### config.mk
export PLATFORM = sky130hd
export DESIGN_NAME = div_arbiter
export DESIGN_NICKNAME = d
export VERILOG_FILES = /design/src/rtl/div_arbiter.sv
export SDC_FILE = /design/constraint.sdc
export NUM_CORES = 1
export LEC_CHECK = 0
export ABC_AREA = 1
export CAP_MARGIN = 20
export CORE_AREA = 4 4 177 179
export DETAILED_ROUTE_END_ITERATION = 6
export DIE_AREA = 0 0 181 183
export PLACE_DENSITY = 0.67
export SLEW_MARGIN = 25
export SYNTH_ARGS = -nofsm -noshare
export SYNTH_HDL_FRONTEND = slang
export SYNTH_SLANG_ARGS = --single-unit
### constraint.sdc
create_clock -name clk -period 10.1 [get_ports clk]
set_input_delay 2.02 -clock clk [delete_from_list [all_inputs] [get_ports clk]]
set_output_delay 2.02 -clock clk [all_outputs]
set_load 0.01 [all_outputs]
### src/rtl/div_arbiter.sv
// div_arbiter: round-robin sharer of one divider across NUM_REQ requesters; define DIVARB_TIMEOUT_EN for a RUN watchdog
module div_arbiter #(
  parameter int NUM_REQ = 4,
  parameter int OP_WIDTH = 32,
  parameter int TIMEOUT_CYCLES = 64
) (
  input  logic                        clk,
  input  logic                        reset,
  input  logic [NUM_REQ-1:0]          req,
  input  logic [NUM_REQ*OP_WIDTH-1:0] req_dividend,
  input  logic [NUM_REQ*OP_WIDTH-1:0] req_divisor,
  output logic [NUM_REQ-1:0]          ack,
  output logic [OP_WIDTH-1:0]         res_quotient,
  output logic [OP_WIDTH-1:0]         res_remainder,
  output logic                        res_err,
  output logic                        busy,
  output logic [2:0]                  grant_id,
  output logic                        div_reset,
  output logic                        div_start,
  output logic [OP_WIDTH-1:0]         div_dividend,
  output logic [OP_WIDTH-1:0]         div_divisor,
  input  logic [OP_WIDTH-1:0]         div_quotient,
  input  logic [OP_WIDTH-1:0]         div_remainder,
  input  logic                        div_done
);
  typedef enum logic [2:0] {IDLE, LOAD, RUN, ZERO, RESP} state_t;
  state_t state;
  logic [2:0] last, win;
  logic [OP_WIDTH-1:0] win_dvd, win_dvs;
  logic [NUM_REQ-1:0] grant_oh;
  logic tmo;
  assign grant_oh = NUM_REQ'(1) << grant_id;
`ifdef DIVARB_TIMEOUT_EN
  localparam int CW = $clog2(TIMEOUT_CYCLES + 1);
  logic [CW-1:0] tmo_cnt;
  // watchdog counts RUN cycles and is held clear outside RUN
  always_ff @(posedge clk or posedge reset)
    if (reset) tmo_cnt <= '0;
    else tmo_cnt <= (state == RUN) ? tmo_cnt + 1'b1 : '0;
  assign tmo = (state == RUN) && (tmo_cnt == CW'(TIMEOUT_CYCLES - 1));
`else
  assign tmo = 1'b0;
`endif
  // winner is the lowest requester above last, falling back to the lowest overall (wrap)
  always_comb begin
    win = '0;
    win_dvd = '0;
    win_dvs = '0;
    for (int i = NUM_REQ - 1; i >= 0; i--)
      if (req[i]) begin
        win = 3'(i);
        win_dvd = req_dividend[i*OP_WIDTH +: OP_WIDTH];
        win_dvs = req_divisor[i*OP_WIDTH +: OP_WIDTH];
      end
    for (int i = NUM_REQ - 1; i >= 0; i--)
      if (req[i] && 3'(i) > last) begin
        win = 3'(i);
        win_dvd = req_dividend[i*OP_WIDTH +: OP_WIDTH];
        win_dvs = req_divisor[i*OP_WIDTH +: OP_WIDTH];
      end
  end
  // sequencer: grant, drive the divider, collect or synthesize the result, pulse ack
  always_ff @(posedge clk or posedge reset)
    if (reset) begin
      state <= IDLE;
      ack <= '0;
      res_quotient <= '0;
      res_remainder <= '0;
      res_err <= 1'b0;
      busy <= 1'b0;
      grant_id <= '0;
      div_reset <= 1'b1;
      div_start <= 1'b0;
      div_dividend <= '0;
      div_divisor <= '0;
      last <= 3'(NUM_REQ - 1);
    end else begin
      case (state)
        IDLE: if (|req) begin
          div_dividend <= win_dvd;
          div_divisor <= win_dvs;
          grant_id <= win;
          busy <= 1'b1;
          state <= (win_dvs == '0) ? ZERO : LOAD;
        end
        LOAD: begin
          div_reset <= 1'b0;
          div_start <= 1'b1;
          state <= RUN;
        end
        RUN: if (div_done || tmo) begin
          res_quotient <= div_done ? div_quotient : '1;
          res_remainder <= div_done ? div_remainder : '0;
          res_err <= !div_done;
          div_start <= 1'b0;
          ack <= grant_oh;
          state <= RESP;
        end
        ZERO: begin
          res_quotient <= '1;
          res_remainder <= div_dividend;
          res_err <= 1'b1;
          ack <= grant_oh;
          state <= RESP;
        end
        RESP: begin
          ack <= '0;
          last <= grant_id;
          busy <= 1'b0;
          div_reset <= 1'b1;
          state <= IDLE;
        end
        default: state <= IDLE;
      endcase
    end
endmodule

==> reports/metrics.cfg <==
[critical_path]
cp_max_fo = 73
path_class = primary input to flop
r2r_setup_slack_ns = 6.63
critPathCaptureType = flop
arrival_ns = 5.40
start_kind = primary input
critPathRequiredTime_ns = 10.46

[die]
die-area_um2 = 33100
start_util = 0.334
die_height_um = 183
dieWidth_um = 181
ioPinCount = 466
core_area_um2 = 29600
row_count = 63

[job]
cap_violations = 0

[route]
drt_iter0_markers = 1425
dr.pass1.iters = 6
drt-total-wl_mm = 49.2
vias = 12400
vias_per_cell = 5.41
drc = 0
detail-route-antenna-nets = 0
wl_per_cell_um = 21.5

[logic_synthesis]
yosysSeqAreaShare = 0.363
synth.area.top_cells = dfrtp_1 (36%), nand2_1 (15%), o21ai_0 (9.8%)
ys_types = 38
yosysTopAreaCell = dfrtp_1
synthFlopType = dfrtp_1
synth-edff-count = 0
synth-seq-cells = 143
yosys.area.top_type_share = 0.355
avgSynthCellArea_um2 = 6.59
synthArstFlopShare = 1.00
postSynthNetCount = 1824
yosys_warnings = 0
synthCells = 1497
syn_area_um2 = 9860

[timing]
hold_ws_ns = 0.478
slew_violations = 0
max_freq_mhz = 198
hold_viol_final = 0
setup_slack_ns = 5.06
max_slew_margin = 0.330
fin_crit_sh = 0.499
worstMarginPinSlew_ns = 1.00
setup_viol = 0
min_period_ns = 5.04
skew_ns = 0.0135
timing.setup.tns_ns = 0
rsz0062_at_grt = no

[power_and_ir_drop]
p_leak_nw = 6.52
pwr-share-seq = 0.277
power_mw = 3.74
switching_share = 0.435
power_density_nw_per_um2 = 246
power.switching_mw = 1.63
ir_worst_vdd_v = 0.000193
internal-power_mw = 2.11
p_comb_frac = 0.553
p_clk_frac = 0.170

[finish]
fin_area_um2 = 15200
fill_cells = 2920
final_common_cell = clkdlybuf4s50_1
drive_gt1_frac = 0.0423
final_nets = 2204
layout_common_cells = clkdlybuf4s50_1 (462), nand2_1 (405), o21ai_0 (193)
syn2layout_area_growth_pct = 54.2
multi_input_area_um2 = 5250
ff_latch_area_um2 = 3580

[global_route]
overflow = 0
grt_max_degree = 87
grt_pass1_wl_mm = 73.1
antenna_found_initial = 8
met2_usage = 0.470
grt_most_used_layer = met2
grtUsageMet3 = 0.0724
first_global_vias = 11800
grt_usage = 0.282
grt_util_met1 = 0.358

[clock_tree]
hold_buffers = 0
cts-buffers-inserted = 17
clk_pin_slew_ns = 0.07
post-cts-setup-buffers = 0
htree_levels = 4
numClockSinks = 143
cts_tree = built
clkLatencyLatePin_ns = 0.43
ctsResizeCount = 0
cts_root_buf = clkbuf_16
clockBufferDepth = 2

[place]
dp_slack_ns = 4.67
gp_congestion = 0.894
dp_hpwl_mm = 35.3
placed_area_um2 = 14600
port-buffer-count = 464

[outcome]
status = finished clean

[min_path]
hold_path.class = flop to flop

-- through the flow --
| stage | util | cells |
|---|---|---|
| final | 0.514 | 2285 |
| after global routing | 0.514 | 2284 |
| after CTS | 0.514 | 2280 |
| after detailed placement | 0.494 | 2248 |
| after global placement | 0.493 | 2247 |
| after floorplan | - | 1497 |
-- final timing paths --
| check | end | cells after the start | from |
|---|---|---|---|
| max reg2reg | div_dividend[15] | 6 | last[1] |
| min reg2reg | res_err | 2 | res_err |
| max in group asynchronous | div_dividend[4] | 3 | reset |
| min in group asynchronous | res_remainder[6] | 2 | reset |
| max | state[1] | 18 | req[0] |
| min | res_err | 2 | res_err |
-- sequential cells by signal, summed over array words and instances, names as in the netlist --
name / flops
busy: 1
state: 3
res_quotient: 32
div_dividend: 32
res_err: 1
ack: 4
div_reset: 1
div_start: 1
div_divisor: 32
res_remainder: 32
last: 2
grant_id: 2
-- synth_stat cells (2+ instances only) --
| library cell | number |
|---|---|
| o21ai_1 | 8 |
| dfstp_2 | 3 |
| inv_2 | 5 |
| o221ai_1 | 32 |
| o41ai_1 | 4 |
| o2111ai_1 | 11 |
| buf_1 | 15 |
| clkinv_1 | 4 |
| o21bai_1 | 4 |
| a21oi_1 | 87 |
| nor2_1 | 132 |
| a31oi_1 | 8 |
| a22oi_1 | 5 |
| a21boi_1 | 7 |
| clkbuf_1 | 55 |
| inv_1 | 129 |
| dfrtp_1 | 140 |
| a211oi_1 | 49 |
| or2_2 | 8 |
| nor2_4 | 3 |
| buf_2 | 38 |
| nand3_1 | 92 |
| or2_1 | 2 |
| a21boi_0 | 2 |
| nand2_2 | 2 |
| nor3_1 | 35 |
| o21ai_0 | 193 |
| buf_4 | 8 |
| buf_6 | 2 |
| nand2_1 | 406 |
-- routing by layer --
layer | part of all wire | vias to the layer above
met5 | 0.00075 | -
met4 | 0.034 | 6
met3 | 0.10 | 100
met2 | 0.48 | 727
met1 | 0.39 | 5781
li1 | - | 5742
-- cells by family (layout without fill, tap and decap cells) --
group,Yosys count,count (layout),synth area share
other,1,6,0.000380
AO/OA/AOI/OAI,413,413,0.246
flip-flops,143,143,0.363
buffers and inverters,257,650,0.107
AND/OR/NAND/NOR,683,683,0.283
-- power groups by stage --
| stage | logic [mW] | clock network [mW] | registers, mW |
|---|---|---|---|
| after floorplan | 0.939 | 0 | 1.12 |
| after global placement | 2.05 | 0 | 1.03 |
| after detailed placement | 2.07 | 0 | 1.04 |
| after CTS | 2.08 | 0.648 | 1.04 |
| after global routing | 2.24 | 0.677 | 1.07 |
| final | 2.07 | 0.634 | 1.04 |
-- layout make-up --
| class | instances | area share |
|---|---|---|
| Antenna cell | 5 | 0.000823 |
| Multi-Input combinational cell | 1097 | 0.345 |
| Inverter | 138 | 0.0344 |
| Clock buffer | 17 | 0.0280 |
| Sequential cell | 143 | 0.236 |
| Tap cell | 390 | 0.0321 |
| Timing Repair Buffer | 480 | 0.314 |
| Clock inverter | 15 | 0.00996 |
-- worst max-delay path, cell delays in order --
cell and delay (ns):
clkdlybuf4s50_1 0.40, buf_4 0.26, inv_2 0.30, buf_4 0.66, nand2_1 0.53, nor2_1 0.21, nor2_1 0.06, nand2_1 0.06
nand2_1 0.05, nand2_1 0.08, nand2_1 0.06, nor2_1 0.11, nand2_1 0.09, nor2_1 0.09, nand2_1 0.05, nor2_1 0.12
nand3_1 0.10, a21oi_1 0.12
No activity file was read; power rests on OpenSTA's default activity.
==> edit 1, RTL diff (same settings) <==
Add a define of `DIVARB_TIMEOUT_EN`.
--- a/src/rtl/div_arbiter.sv
+++ b/src/rtl/div_arbiter.sv
@@ -1,4 +1,6 @@
 // div_arbiter: round-robin sharer of one divider across NUM_REQ requesters; define DIVARB_TIMEOUT_EN for a RUN watchdog
+`define DIVARB_TIMEOUT_EN
+
 module div_arbiter #(
   parameter int NUM_REQ = 4,
   parameter int OP_WIDTH = 32,
Formal check against the unedited RTL: no difference found for any inputs over 4 cycles, from zero or initial values and one cycle with reset high; that may be too few to reach the edited logic, so the function may still have changed.
==> edit 1 against the unedited design <==
  * Synthesized cell count decreased by 0.60%
  * Sequential cell count increased by 7
  * Fmax increased by 7.2%
  * Final cell count increased by 0.18%
  * Setup slack improved by 0.34 ns
  * Clock skew decreased by 0.0028 ns
  * Cell area increased by 0.78%
  * Register-to-register slack improved by 0.32 ns
  * Critical path depth increased by 1
  * Routed wire length decreased by 1.2%
  * Power increased by 2.6%
  * Area after synthesis increased by 0.62%
==> edit 1: results (changes against the unedited design) <==
- Status: finished, final reports clean
- GRT Overall Usage: 28.3% (+0.031 points)
- Crit-path max FO: 67 (-8.2%)
- Hold Path End: tmo_cnt[0]$_DFF_PP0_
- Area grow syn2layout: 54.4%
- Clock Network Area Fraction: 3.78% (-0.013 points)
- Crit path time final: 4.70 ns (-0.339 ns)
- Place WS: 4.95 ns (+0.283 ns)
- R2R depth: 18 (+12)
- Total Wirelength: 48,600 µm (-1.2%)
- Placed cells: 2,255 (+0.31%)
- Avg Synthesized Cell Area: 6.67 µm² (+1.2%)
- Synth top cells by count: nand2_1 (536), o21ai_0 (153), dfrtp_1 (147)
- Number of library cell types mapped by synthesis: 43 (+13%)
- Worst setup startpoint: req[3]
- Largest net degree at the start of global routing: 77 (-11%)
- DR vias/cell: 5.32 (-1.6%)
- Max_slew headroom: 35.7% (+2.6 points)
- Signal buf overhead: 31.2% (-0.24 points)
- FILL cells: 2,899 (-0.72%)
- Multi-input combinational area share: 34.6% (+0.12 points)
- Num sequential: 150 (+4.9%)
- Ant diodes: 2 (-3)
- Wire length per cell: 21.3 µm (-1.4%)
- #MultiIn Comb: 1,125 (+2.6%)
- Post-DP HPWL: 35,600 µm (+0.73%)
- Inverters excl. clock: 108 (-22%)
- Max VDD drop: 0.188 mV (-2.7%)
- Initial antenna violation count: 3 (-5)
- Hold_sp: tmo_cnt[0]$_DFF_PP0_
- Vias in the first global route: 11,916 (+0.72%)
- Main area contributors after synthesis: dfrtp_1 (37%), nand2_1 (20%), o21ai_0 (7.7%)
-- edit 1: cell count changes in the layout (fill, tap and decap cells not counted), sizes merged, moves of 11 or more --
cell,change
nand3,-30
a211oi,-35
a311o,+11
nand2,+130
o21ai,-17
nor2,-39
o22a,+32
nor3,-30
inv,-28
o221ai,-14
-- edit 1: where the power goes --
group          internal (mW)  total (mW)  switching (mW)  leakage [nW]
clock                  0.354       0.646           0.292         0.279
combinational          0.946        2.09            1.14          4.65
sequential             0.896        1.11           0.210          1.75
-- edit 1: metal layers --
layer | GRT usage [%] | routed length [µm] | vias to the layer above
met3 | 6.66 | 3950 | 78
met5 | 0 | 13 | -
met1 | 36.2 | 20000 | 5772
met2 | 48.0 | 23400 | 608
met4 | 8.32 | 1330 | 2
li1 | - | - | 5718
-- edit 1: critical path, cell delays in order --
cell and delay, ns:
clkdlybuf4s50_1 0.39, buf_4 0.20, nand2_2 0.08, buf_4 0.58, inv_2 0.37, buf_4 0.38
nand2_1 0.12, nand2_1 0.05, inv_1 0.07, nand2_1 0.05, nand2_1 0.07, nand2_1 0.05
nor2_1 0.09, nand2_1 0.06, nor2_1 0.08, nand2_1 0.06, nor2_1 0.09, nand2_1 0.06
a21oi_1 0.12
-- edit 1: cell families after synthesis --
family,Yosys count,synth area share (%)
compound gates,401,24.0
buf+inv,213,8.93
simple gates,721,28.9
other cells,1,0.0378
fa+ha+maj,1,0.126
xor+xnor,1,0.0883
flops,150,37.9
==> edit 2, RTL diff (config.mk and constraints unchanged) <==
Without the edit above. Encoding of `state_t`: now Gray code (3 bits for 5 states).
--- a/src/rtl/div_arbiter.sv
+++ b/src/rtl/div_arbiter.sv
@@ -23,7 +23,7 @@
   input  logic [OP_WIDTH-1:0]         div_remainder,
   input  logic                        div_done
 );
-  typedef enum logic [2:0] {IDLE, LOAD, RUN, ZERO, RESP} state_t;
+  typedef enum logic [2:0] {IDLE = 3'b000, LOAD = 3'b001, RUN = 3'b011, ZERO = 3'b010, RESP = 3'b110} state_t;
   state_t state;
   logic [2:0] last, win;
   logic [OP_WIDTH-1:0] win_dvd, win_dvs;
Check against the original RTL: no difference found for any inputs over 4 cycles, from zero or initial values and one cycle with reset high; so few cycles prove little.
==> edit 2 against the unedited design <==
  * Sequential power increased by 7%
  * Worst hold slack got worse by 0.0013 ns
  * Fmax decreased by 7.9%
  * Synthesized cell count fell by 0.27%
  * Routed wire length rose by 2.3%
  * Cell area shrank 0.20%
  * Setup slack worse by 0.43 ns
  * Count of clock-buffer cells in the layout unchanged
  * Final cell count hardly changed
  * Power increased by 7.5%
  * Sequential share of layout area hardly changed
  * Sequential cell count stayed put
  * Area after synthesis is 1.8% lower
  * Critical path type unchanged
==> edit 2: results (changes against the unedited design) <==
- Status: finished, final reports clean
- Met3 Track Usage GR: 7.48% (+0.24 points)
- Leak: 6.58 nW (+0.83%)
- Hold Path End: div_reset$_DFFE_PP1P_
- Main area contributors after synthesis: dfrtp_1 (36%), nand2_1 (18%), a21oi_1 (10%)
- Proportion of layout cells with a drive suffix above 1: 4.33% (+0.099 points)
- Placed cells: 2,250 (+0.089%)
- Initial DRC count: 1,076 (-24%)
- M1 GR Usage: 36.2% (+0.43 points)
- GP Congestion: 0.930 (+4.0%)
- First-pass GRT wire length: 75,900 µm (+3.8%)
- Placed inst area: 14,500 µm² (-0.83%)
- Synth top cells by count: nand2_1 (461), a21oi_1 (193), o21ai_0 (178)
- Initial antenna violation count: 5 (-3)
- GRT Overall Usage: 29.0% (+0.81 points)
- Met2 wire len: 23,800 µm (+1.6%)
- Compound-cell area share of the yosys netlist: 27.7% (+3.1 points)
- Switching share of power: 44.1% (+0.56 points)
- Wire length per cell: 22.0 µm (+2.2%)
- R2R Path End: state[0]$_DFFE_PP0P_
- Vias in the first global route: 12,549 (+6.1%)
- Hold_sp: div_reset$_DFFE_PP1P_
- Crit path largest cell delay: 0.86 ns (+0.20 ns)
- Place WS: 4.30 ns (-0.362 ns)
- Worst Path Arrival: 5.76 ns (+0.36 ns)
- Crit-path max FO: 75 (+2.7%)
- Post-DP HPWL: 36,100 µm (+2.3%)
- Reg2reg setup slack: 6.14 ns (-0.49 ns)
- Grt met2 use: 49.1% (+2.1 points)
- WL met3: 4650 µm (-6.5%)
- CP delay by family, top: simple AND/OR/NAND/NOR gates
- Worst setup startpoint: req[2]
- Met1 WL: 20,100 µm (+5.1%)
- Syn Nets: 1,820 (-0.22%)
- Clock skew: 0.0187 ns (+0.00516 ns)
- Sequential share of the synthesized area: 37.0% (+0.66 points)
- Number of library cell types mapped by synthesis: 32 (-16%)
- Max_slew headroom: 30.2% (-2.8 points)
- Total Wirelength: 50,400 µm (+2.3%)
- CTS clock-pin slew for the worst setup and hold paths: 0.07 ns (about the same)
- Hold slack: 0.477 ns (-0.00131 ns)
- DR vias/cell: 5.44 (+0.58%)
-- edit 2: logic make-up after synthesis --
kind of cell,count (synthesis)
other,1
AOI/OAI and AO/OA,483
DFF,143
buffers and inverters,228
and+or+nand+nor,638
-- edit 2: final cells by class --
type	instances	area, µm²
Antenna cell	3	7.51
Clock buffer	17	425
Clock inverter	15	219
Fill cell	2924	14400
Inverter	114	434
Multi-Input combinational cell	1122	5230
Sequential cell	143	3580
Tap cell	390	488
Timing Repair Buffer	482	4790
-- edit 2: worst reg2reg max path, stage by stage (launching register included) --
cell     delay (ns)
dfstp_2        0.95
nand2_1        0.14
nand2_2        0.08
buf_4          0.69
inv_2          0.65
nand2_1        0.20
nand2_1        0.06
inv_1          0.08
nand2_1        0.05
a21oi_1        0.15
nand3_1        0.11
nor2_1         0.11
nand2_1        0.06
nor2_1         0.22
nand2_1        0.14
nand2_1        0.08
nand3_1        0.06
-- edit 2: how the worst max path moves through the flow --
stage                      endpoint  slack (ns)  depth (start not counted)
6_report       state[0]$_DFFE_PP0P_        4.63                         16
5_1_grt        state[0]$_DFFE_PP0P_        4.42                         18
4_1_cts        state[0]$_DFFE_PP0P_        4.73                         16
3_5_place_dp   state[0]$_DFFE_PP0P_        4.30                         16
3_3_place_gp   state[0]$_DFFE_PP0P_        4.38                         16
2_1_floorplan    ack[0]$_DFFE_PP0P_        4.25                          1
-- edit 2: power by group through the flow --
stage | Clock (mW) | Combinational (mW) | Sequential [mW]
3_5_place_dp | 0 | 2.20 | 1.11
6_report | 0.697 | 2.21 | 1.11
5_1_grt | 0.733 | 2.42 | 1.14
2_1_floorplan | 0 | 1.01 | 1.16
3_3_place_gp | 0 | 2.18 | 1.11
4_1_cts | 0.706 | 2.22 | 1.11
